$ cat config.mk
export PLATFORM = sky130hd
export DESIGN_NAME = fsm_share_arbiter_flat
export DESIGN_NICKNAME = d
export VERILOG_FILES = /design/src/rtl/fsm_share_arbiter_if.sv /design/src/rtl/fsm_share_arbiter.sv /design/src/flat_wrapper.sv
export SDC_FILE = /design/constraint.sdc
export NUM_CORES = 1
export LEC_CHECK = 0
export CAP_MARGIN = 0
export CORE_MARGIN = 4
export CORE_UTILIZATION = 41
export DETAILED_ROUTE_END_ITERATION = 8
export PLACE_DENSITY = 0.79
export SLEW_MARGIN = 20
export SYNTH_ARGS = -nofsm -noshare
export SYNTH_HDL_FRONTEND = slang
export SYNTH_SLANG_ARGS = --single-unit
$ cat constraint.sdc
create_clock -name clk -period 2.7 [get_ports clk]
set_input_delay 0.54 -clock clk [delete_from_list [all_inputs] [get_ports clk]]
set_output_delay 0.54 -clock clk [all_outputs]
set_load 0.05 [all_outputs]
$ cat src/rtl/fsm_share_arbiter_if.sv
// Bundle of requester-side and mealy_fsm-side signals around fsm_share_arbiter.
// master = requesters plus the shared FSM's output; slave = the arbiter.
interface fsm_share_arbiter_if #(
    parameter int NREQ      = 4,
    parameter int BURST_MAX = 8,
    parameter int LW        = $clog2(BURST_MAX + 1)
);
    logic [NREQ-1:0]    req;
    logic [2*NREQ-1:0]  req_x;
    logic [LW*NREQ-1:0] req_len;
    logic [NREQ-1:0]    gnt;
    logic [NREQ-1:0]    sym_ack;
    logic [NREQ-1:0]    done;
    logic               aborted;
    logic               busy;
    logic               fsm_en;
    logic [1:0]         fsm_x;
    logic               fsm_clr;
    logic               fsm_y_out;
    logic               rsp_valid;
    logic               rsp_y_out;

    modport master (
        output req, req_x, req_len, fsm_y_out,
        input  gnt, sym_ack, done, aborted, busy, fsm_en, fsm_x, fsm_clr,
               rsp_valid, rsp_y_out
    );

    modport slave (
        input  req, req_x, req_len, fsm_y_out,
        output gnt, sym_ack, done, aborted, busy, fsm_en, fsm_x, fsm_clr,
               rsp_valid, rsp_y_out
    );
endinterface

$ cat src/rtl/fsm_share_arbiter.sv
// Round-robin owner of one shared mealy_fsm: a winner streams up to BURST_MAX
// symbols through it, then a one-cycle GAP returns done and optionally clears the FSM.
module fsm_share_arbiter #(
    parameter int NREQ          = 4,
    parameter int BURST_MAX     = 8,
    parameter int LW            = $clog2(BURST_MAX + 1),
    parameter int CLR_ON_SWITCH = 1
) (
    input  logic                clk,
    input  logic                rst,
    fsm_share_arbiter_if.slave  bus
);
    localparam int IW = $clog2(NREQ);

    typedef enum logic [1:0] {IDLE, RUN, GAP} state_e;

    state_e          state_q, state_d;
    logic [IW-1:0]   own_q, own_d;
    logic [IW-1:0]   ptr_q, ptr_d;
    logic [LW-1:0]   cnt_q, cnt_d;
    logic [NREQ-1:0] gnt_q, gnt_d;
    logic            abort_q, abort_d;

    logic [LW-1:0]   len_arr [NREQ];
    logic [1:0]      x_arr   [NREQ];
    logic            win_found;
    logic [IW-1:0]   win_idx;
    logic [IW-1:0]   cand;
    logic            own_req;
    logic            run_live;

    for (genvar g = 0; g < NREQ; g++) begin : g_unpack
        assign len_arr[g] = bus.req_len[g*LW +: LW];
        assign x_arr[g]   = bus.req_x[2*g +: 2];
    end

    function automatic logic [LW-1:0] eff_len(input logic [LW-1:0] len);
        if (len == '0) return LW'(1);
        if (len > LW'(BURST_MAX)) return LW'(BURST_MAX);
        return len;
    endfunction

    // Scan ptr+1, ptr+2, ... so the previous owner is always considered last.
    always_comb begin
        win_found = 1'b0;
        win_idx   = '0;
        cand      = '0;
        for (int i = 1; i <= NREQ; i++) begin
            cand = IW'((int'(ptr_q) + i) % NREQ);
            if (!win_found && bus.req[cand]) begin
                win_found = 1'b1;
                win_idx   = cand;
            end
        end
    end

    assign own_req  = bus.req[own_q];
    assign run_live = (state_q == RUN) && own_req;

    // NOTE: every variable gets a default at the top of a combinational block so no path leaves it unassigned and infers a latch.
    always_comb begin
        state_d = state_q;
        own_d   = own_q;
        ptr_d   = ptr_q;
        cnt_d   = cnt_q;
        gnt_d   = gnt_q;
        abort_d = abort_q;
        case (state_q)
            IDLE: begin
                if (win_found) begin
                    state_d          = RUN;
                    own_d            = win_idx;
                    cnt_d            = eff_len(len_arr[win_idx]);
                    gnt_d            = '0;
                    gnt_d[win_idx]   = 1'b1;
                    abort_d          = 1'b0;
                end
            end
            RUN: begin
                if (!own_req) begin
                    state_d = GAP;
                    gnt_d   = '0;
                    abort_d = 1'b1;
                end else begin
                    cnt_d = cnt_q - LW'(1);
                    if (cnt_q == LW'(1)) begin
                        state_d = GAP;
                        gnt_d   = '0;
                    end
                end
            end
            GAP: begin
                state_d = IDLE;
                ptr_d   = own_q;
                abort_d = 1'b0;
            end
            default: state_d = IDLE;
        endcase
    end

    // NOTE: sequential state uses non-blocking assignments so every flop samples pre-edge values.
    always_ff @(posedge clk or negedge rst) begin
        if (!rst) begin
            state_q <= IDLE;
            own_q   <= '0;
            ptr_q   <= IW'(NREQ - 1);
            cnt_q   <= '0;
            gnt_q   <= '0;
            abort_q <= 1'b0;
        end else begin
            state_q <= state_d;
            own_q   <= own_d;
            ptr_q   <= ptr_d;
            cnt_q   <= cnt_d;
            gnt_q   <= gnt_d;
            abort_q <= abort_d;
        end
    end

    // Outputs decode from registered state, so reset drops them without an edge.
    always_comb begin
        bus.sym_ack = '0;
        bus.done    = '0;
        if (run_live)         bus.sym_ack[own_q] = 1'b1;
        if (state_q == GAP)   bus.done[own_q]    = 1'b1;
        bus.gnt       = gnt_q;
        bus.fsm_en    = run_live;
        bus.fsm_x     = (state_q == RUN) ? x_arr[own_q] : 2'b00;
        bus.rsp_valid = run_live;
        bus.rsp_y_out = run_live & bus.fsm_y_out;
        bus.aborted   = (state_q == GAP) && abort_q;
        bus.fsm_clr   = (state_q == GAP) && (CLR_ON_SWITCH != 0);
        bus.busy      = (state_q != IDLE);
    end
endmodule

$ cat src/flat_wrapper.sv
// flat-port wrapper written by rule: the top's interface ports become plain ports
module fsm_share_arbiter_flat 
#(
    parameter int NREQ          = 4,
    parameter int BURST_MAX     = 8,
    parameter int LW            = $clog2(BURST_MAX + 1),
    parameter int CLR_ON_SWITCH = 1
)
  (clk, rst, bus_req, bus_req_x, bus_req_len, bus_fsm_y_out, bus_gnt, bus_sym_ack, bus_done, bus_aborted, bus_busy, bus_fsm_en, bus_fsm_x, bus_fsm_clr, bus_rsp_valid, bus_rsp_y_out);
  fsm_share_arbiter_if #(.NREQ(NREQ), .BURST_MAX(BURST_MAX), .LW(LW)) bus_i ();
  input  logic clk;
  input  logic rst;
  input wire logic [$bits(bus_i.req)-1:0] bus_req;
  input wire logic [$bits(bus_i.req_x)-1:0] bus_req_x;
  input wire logic [$bits(bus_i.req_len)-1:0] bus_req_len;
  input wire logic [$bits(bus_i.fsm_y_out)-1:0] bus_fsm_y_out;
  output wire logic [$bits(bus_i.gnt)-1:0] bus_gnt;
  output wire logic [$bits(bus_i.sym_ack)-1:0] bus_sym_ack;
  output wire logic [$bits(bus_i.done)-1:0] bus_done;
  output wire logic [$bits(bus_i.aborted)-1:0] bus_aborted;
  output wire logic [$bits(bus_i.busy)-1:0] bus_busy;
  output wire logic [$bits(bus_i.fsm_en)-1:0] bus_fsm_en;
  output wire logic [$bits(bus_i.fsm_x)-1:0] bus_fsm_x;
  output wire logic [$bits(bus_i.fsm_clr)-1:0] bus_fsm_clr;
  output wire logic [$bits(bus_i.rsp_valid)-1:0] bus_rsp_valid;
  output wire logic [$bits(bus_i.rsp_y_out)-1:0] bus_rsp_y_out;
  assign bus_i.req = bus_req;
  assign bus_i.req_x = bus_req_x;
  assign bus_i.req_len = bus_req_len;
  assign bus_i.fsm_y_out = bus_fsm_y_out;
  assign bus_gnt = bus_i.gnt;
  assign bus_sym_ack = bus_i.sym_ack;
  assign bus_done = bus_i.done;
  assign bus_aborted = bus_i.aborted;
  assign bus_busy = bus_i.busy;
  assign bus_fsm_en = bus_i.fsm_en;
  assign bus_fsm_x = bus_i.fsm_x;
  assign bus_fsm_clr = bus_i.fsm_clr;
  assign bus_rsp_valid = bus_i.rsp_valid;
  assign bus_rsp_y_out = bus_i.rsp_y_out;
  fsm_share_arbiter #(.NREQ(NREQ), .BURST_MAX(BURST_MAX), .LW(LW), .CLR_ON_SWITCH(CLR_ON_SWITCH)) u_core (.clk(clk), .rst(rst), .bus(bus_i));
endmodule
==> results of run 1 <==
sequential cells by signal, summed over array words and instances (netlist names):
register / flops
u_core.bus.gnt: 4
u_core.cnt_q: 4
u_core.own_q: 2
u_core.ptr_q: 2
u_core.state_q: 2
u_core.abort_q: 1
cell families after synthesis:
kind of cell,Yosys count
fa+ha+maj,2
mux,8
buf+inv,14
flops,15
compound gates,33
simple gates,60
worst paths after layout:
| path | end | slack (ns) |
|---|---|---|
| worst max register to register | u_core.cnt_q[1]$_DFFE_PN0P_ | 0.60 |
| min in group asynchronous | u_core.state_q[0]$_DFFE_PN0P_ | 0.67 |
| worst min-delay path | u_core.bus.gnt[0]$_DFFE_PN0P_ | 0.50 |
| max in group asynchronous | u_core.bus.gnt[3]$_DFFE_PN0P_ | 1.57 |
| worst min register to register | u_core.bus.gnt[0]$_DFFE_PN0P_ | 0.50 |
| worst max-delay path | bus_rsp_valid | 0.11 |
power by group through the flow:
stage | registers [mW] | logic (mW) | clock network [mW]
after floorplan | 0.494 | 0.943 | 0
after global placement | 0.475 | 1.30 | 0
after detailed placement | 0.481 | 1.34 | 0
after CTS | 0.476 | 1.34 | 0.135
after global routing | 0.502 | 1.45 | 0.150
final | 0.478 | 1.34 | 0.133
critical path: stages:
cell and delay [ns]:
clkdlybuf4s50_1 0.52, mux4_2 0.56, nand2_2 0.16, inv_1 0.07, buf_4 0.19
cell type report:
type	instances	area [sq um]	share of cell area
timing repair buffer	54	528	0.310
tap	30	37.5	0.0221
clock buffer	3	22.5	0.0132
inverter	8	30.0	0.0176
clock inverter	1	5.00	0.00294
multi-input combinational	103	701	0.412
sequential	15	378	0.222
routing by layer:
metal,vias to the layer above,global-route usage,part of all wire
met5,-,0,0
met4,0,0.0433,0.0080
met3,2,0.0362,0.040
met2,31,0.360,0.55
met1,586,0.251,0.40
li1,580,-,-
cell usage after synthesis, types with 3 or more instances:
cell	number
o21ai_1	3
or2_1	3
o21ai_0	4
dfrtp_1	13
nand2_1	20
a21oi_1	4
mux2i_1	3
nor2_1	11
a32o_1	4
inv_1	8
mux4_2	3
and2_1	3
nor3_1	3
nor2b_1	5
nand2b_1	6
per-stage QoR:
stage / instances / area [sq um] / worst slack (ns) / total power, mW / hold slack [ns]
6_report: 214 / 1700 / 0.115 / 1.95 / 0.504
5_1_grt: 214 / 1700 / 0.0120 / 2.10 / 0.519
4_1_cts: 214 / 1690 / 0.0128 / 1.96 / 0.503
3_5_place_dp: 210 / 1660 / 0.0281 / 1.82 / 0.481
3_3_place_gp: 210 / 1660 / 0.0982 / 1.78 / 0.471
2_1_floorplan: 132 / 1130 / 0.0925 / 1.44 / 0.244
placed cells by master, fill, tap and decap left out, types with 3 or more instances in the layout:
cell             count
mux4_2               3
clkbuf_4             3
a32o_1               4
dlymetal6s2s_1       3
inv_1                8
mux2i_1              3
o21ai_0              4
nand2b_1             6
nand2_1             19
and2_1               3
o21ai_1              3
nor2b_1              5
or2_1                3
nor2_1              11
buf_4               12
clkdlybuf4s50_1     38
a21oi_1              4
dfrtp_1             13
what timing repair did:
| item | CTS | global route |
|---|---|---|
| resized for setup | 0 | 5 |
| hold endpoints to repair | 0 | 0 |
| setup endpoints to repair | 0 | 9 |
==> summary.txt, run 1 <==
STA
  – Setup_tns: 0 ns
  – Crit path time final: 2.59 ns
  – Relative slew slack: 0.515
  – Post-route clock skew: 0.00601 ns
  – Period utilization: 0.957
  – RSZ-0062 raised after global routing: no
  – Final Hold Viols: 0
  – Measured slew at the worst slew-check pin: 0.725 ns
  – Finish-stage setup viols: 0
  – Peak Freq: 387 MHz
  – Final-report max-slew violation count: 0

CTS
  – CTS clk-pin slew, worst paths: 0.10 ns
  – H-tree depth: 1
  – CTS Root Cell: clkbuf_4
  – Hold_buf cts: 0
  – Clock sink count: 15
  – Number of buffers created by CTS: 3
  – # Post-CTS Setup Buffers: 0
  – CTS Buffer Depth: 2
  – Clk_lat worst skew: 0.29 ns
  – TritonCTS clock tree: done

Min path
  – Hold Path Depth: 2
  – Hold Path Origin: u_core.bus.gnt[0]$_DFFE_PN0P_
  – Hold WC Path Type: reg2reg

Synth
  – Post-synthesis mux area share: 0.106
  – Syn_nets: 165
  – Post-Synth Simple-Gate Area: 0.264
  – Yosys reg bits: 15
  – Synth Area in Compound Gates: 0.220
  – Netlist cell types: 42
  – Post-Synth XOR/XNOR Area: 0
  – Largest family of logic cells by synthesized area: simple AND/OR/NAND/NOR gates
  – Area contributors post-synth: dfrtp_1, nand2_1, mux4_2, dfstp_2, nor2_1
  – Prevailing post-synth register cell: dfrtp_1
  – Post-synth top area cell: dfrtp_1
  – Mapped Cells: 132
  – Synthesized area: about 0.0011 sq mm
  – Synthesized area per cell: between 8 and 9 sq um
  – Yosys top cell area share: 0.287
  – Ys async rst share: 1.00
  – Synth warnings: 0
  – Number of flops mapped to enable cells by yosys: 0
  – Seq/Total Area, Yosys: 0.333
  – Post-synthesis adder-cell area fraction: 0.0221

Power
  – Combinational power share: 0.687
  – Switching pwr: 1.02 mW
  – Pwr dens: 1150 mW/mm^2
  – Leakage: 0.793 nW
  – Internal power: 0.934 mW
  – Clock power share: 0.068
  – Seq pwr share: 0.245
  – Net switching fraction of the power: 0.522
  – Peak VDD IR: 1.00 mV

Setup path
  – Crit path required time: ~2.2 ns
  – Crit path kind: in2out
  – R2R cell count: 7
  – CP Launch Point: bus_req[3]
  – Worst Path Max Fanout: 7
  – Worst path arrival time: 2.05 ns
  – Worst R2R Start: u_core.ptr_q[1]$_DFFE_PN1P_
  – CP Launch Type: input pin
  – Worst setup EP type: output port

Detailed routing
  – Vias: about 1,200
  – ANT nets after route: 0
  – DRT Pass-1 Iters: 4
  – # DRC: 0
  – DRT Wirelength: 3360 um
  – WL/cell: 15.7 um
  – Initial DRC count: 93
  – Via-to-Cell Ratio: roughly 5.6

Floorplanning
  – Die Y-Extent: 60.6 um
  – CORE AREA: 0.00257 sq mm
  – I/O pin cnt: 51
  – Rows: 18
  – Die span in x: 60.6 um
  – Initial core utilization: 0.442
  – Area of the die: between 0.003 and 0.004 sq mm

Finish
  – Proportion of layout cells with a drive suffix above 1: 0.168
  – Area Overhead vs Synth: 50.1%
  – Fin util: 0.663
  – Fillers: between 200 and 250
  – Final net count: roughly 220
  – Antenna Cells: 0

Placed design
  – Dpl hpwl: 2750 um
  – Port Buffer Count: 50
  – Gp weighted congestion: 0.895

Global routing
  – Overall Global Routing Usage: 0.201
  – Initial antenna violation count: 0
  – Vias in the first global route: between 1,000 and 1,500
  – Pin count of the biggest net entering global routing: 16
  – Global-route wire length before repair: ~5600 um
  – Grt ovf: 0

Run
  – Max-Cap Viols: 0

Run status
  – Status: finished, final reports clean
(Power assumes the default switching activity.)
==> inputs of run 2 (changes only) <==
- TNS_END_PERCENT: default -> 20
==> results of run 2 <==
Same layout as run 1: the final DEF is identical, and so are final timing and power.
==> inputs of run 3 (changes only) <==
- ABC_CLOCK_PERIOD_IN_PS: default -> 2700
- CORE_UTILIZATION: 41 -> 25
- PLACE_DENSITY: 0.79 -> default
==> run 3 against run 2 <==
  * Die area is 55% higher
  * Register-to-register slack is essentially flat
  * Largest cell class unchanged
  * Cell area up 3.2%
  * Non-clock buffer count rose by 2
  * Routed wire length decreased by 2.1%
  * Largest power group unchanged
  * Critical path type unchanged
  * Clock skew down 0.0047 ns
  * Final cell count increased by 11%
  * Utilization is 26 points lower
  * Critical endpoint is now bus_fsm_en
  * Clock power increased by 49%
  * Total power grew 4.3%
  * Global-route usage down 8.1 points
==> summary.txt, run 3 (same netlist as run 1, synthesis figures left out) <==
Finish
  – Antenna Cells: 0
  – Fillers: 436
  – Proportion of layout cells with a drive suffix above 1: 0.183
  – Area Overhead vs Synth: 54.9%
  – Commonest cells after routing, fill and taps aside: clkdlybuf4s50_1, nand2_1, buf_4, dfrtp_1, nor2_1
  – Final net count: 220
  – Most common cell after layout, fill and taps aside: clkdlybuf4s50_1

Detailed routing
  – Via-to-Cell Ratio: 4.81
  – # DRC: 0
  – WL/cell: approximately 14 um
  – Initial DRC count: 33
  – DRT Pass-1 Iters: 8
  – DRT Wirelength: 3290 um
  – Vias: 1,144
  – ANT nets after route: 0

Setup path
  – Cell family with the largest share of critical-path delay: buffers and inverters
  – Worst R2R Setup Slack: 0.59 ns
  – R2R cell count: 4
  – Cell Chain, Critical Path: clkdlybuf4s50_1, mux4_2, nand2_2, inv_1, buf_4
  – Worst path max stage delay: 0.56 ns
  – Worst reg2reg path endpoint: u_core.bus.gnt[3]$_DFFE_PN0P_
  – CP Depth: 5
  – Crit path required time: ~2.2 ns
  – WP buf/inv: 3
  – Worst path arrival time: a little over 2 ns
  – Worst R2R Start: u_core.own_q[0]$_DFFE_PN0P_
  – Critical path endpoint: bus_fsm_en
  – CP Launch Point: bus_req[3]
  – Worst Path Max Fanout: 7
  – CP max-delay cell: mux4_2
  – Worst setup EP type: output port
  – CP Launch Type: input pin
  – Crit path kind: in2out

CTS
  – # Post-CTS Setup Buffers: 0
  – Number of buffers created by CTS: 3
  – CTS clk-pin slew, worst paths: 0.07 ns
  – Hold_buf cts: 0
  – CTS Buffer Depth: 2
  – Clock sink count: 15
  – Clk_lat worst skew: 0.25 ns
  – H-tree depth: 1
  – CTS Root Cell: clkbuf_8
  – TritonCTS clock tree: done

STA
  – WHS: around 0.5 ns
  – Final-report max-slew violation count: 0
  – Peak Freq: around 390 MHz
  – RSZ-0062 raised after global routing: no
  – Post-route clock skew: 0.00132 ns
  – Period utilization: 0.957
  – Final Hold Viols: 0
  – Setup_tns: 0 ns
  – Crit path time final: 2.58 ns
  – Measured slew at the worst slew-check pin: 0.728 ns
  – Finish-stage setup viols: 0
  – Relative slew slack: 0.513

Min path
  – Hold WC Path Type: reg2reg

Placed design
  – Port Buffer Count: 50
  – Gp weighted congestion: roughly 0.80
  – Dpl hpwl: roughly 2700 um

Floorplanning
  – Initial core utilization: 0.259
  – CORE AREA: roughly 0.0044 sq mm
  – Rows: 24
  – Die span in x: 75.3 um
  – Area of the die: ~0.0057 sq mm
  – I/O pin cnt: 51
  – Die Y-Extent: 75.3 um

Global routing
  – Grt ovf: 0
  – Pin count of the biggest net entering global routing: 16
  – Global-route wire length before repair: 5240 um
  – Vias in the first global route: 1,074
  – Overall Global Routing Usage: 0.120
  – Initial antenna violation count: 0

Power
  – Pwr dens: ~1200 mW/mm^2
  – Peak VDD IR: 0.355 mV
  – Leakage: 0.754 nW

Run
  – Max-Cap Viols: 0

Run status
  – Status: finished, final reports clean
[run 3: per-stage QoR]
stage | cell area (sq um) | instances | total power, mW | utilization | setup WS (ns)
after global placement | 1700 | 234 | 1.85 | 0.388 | 0.0677
after floorplan | 1130 | 132 | 1.44 | - | 0.0925
after detailed placement | 1700 | 234 | 1.85 | 0.388 | 0.00920
after CTS | 1750 | 238 | 2.04 | 0.399 | 0.00866
final | 1760 | 238 | 2.04 | 0.400 | 0.115
after global routing | 1760 | 238 | 2.19 | 0.400 | 0.0364
[run 3: worst reg2reg max path: stages, from the launching register on]
cell and delay (ns):
dfrtp_1 0.61, mux4_2 0.61, nor2b_1 0.17, a211o_1 0.38
a32o_1 0.23
[run 3: worst min-delay path by stage]
stage                                        startpoint  slack, ns                             to  cells past startpoint
final                     u_core.bus.gnt[0]$_DFFE_PN0P_       0.50  u_core.bus.gnt[0]$_DFFE_PN0P_                      2
after floorplan                                     rst       0.24     u_core.abort_q$_DFFE_PN0P_                      0
after CTS                 u_core.bus.gnt[3]$_DFFE_PN0P_       0.51  u_core.bus.gnt[3]$_DFFE_PN0P_                      1
after global placement    u_core.bus.gnt[1]$_DFFE_PN0P_       0.49  u_core.bus.gnt[1]$_DFFE_PN0P_                      1
after global routing      u_core.bus.gnt[0]$_DFFE_PN0P_       0.53  u_core.bus.gnt[0]$_DFFE_PN0P_                      2
after detailed placement  u_core.bus.gnt[0]$_DFFE_PN0P_       0.49  u_core.bus.gnt[0]$_DFFE_PN0P_                      2
[run 3: per-layer routing]
metal	global-route usage	share of wire
met1	0.162	0.46
met4	0.0447	0.017
met3	0.0132	0.027
met2	0.198	0.50
met5	0	0
[run 3: area by class of cell]
| class | instances | area, sq um | area share |
|---|---|---|---|
| multi-input cells | 103 | 701 | 0.399 |
| well taps | 52 | 65.1 | 0.0371 |
| flip-flops and latches | 15 | 378 | 0.215 |
| repair buffers | 56 | 533 | 0.304 |
| clock buffers | 3 | 41.3 | 0.0235 |
| clock inverters | 1 | 7.51 | 0.00428 |
| inverters | 8 | 30.0 | 0.0171 |
[run 3: power breakdown]
part	internal, mW	switching (mW)	total, mW	leakage [nW]
sequential	0.342	0.142	0.484	0.182
combinational	0.554	0.802	1.36	0.550
clock	0.104	0.0940	0.198	0.0217
[run 3: timing repair]
action,4_1_cts,5_1_grt
gates resized for setup,0,2
setup endpoints to repair,0,6
endpoints found under the hold margin,0,0
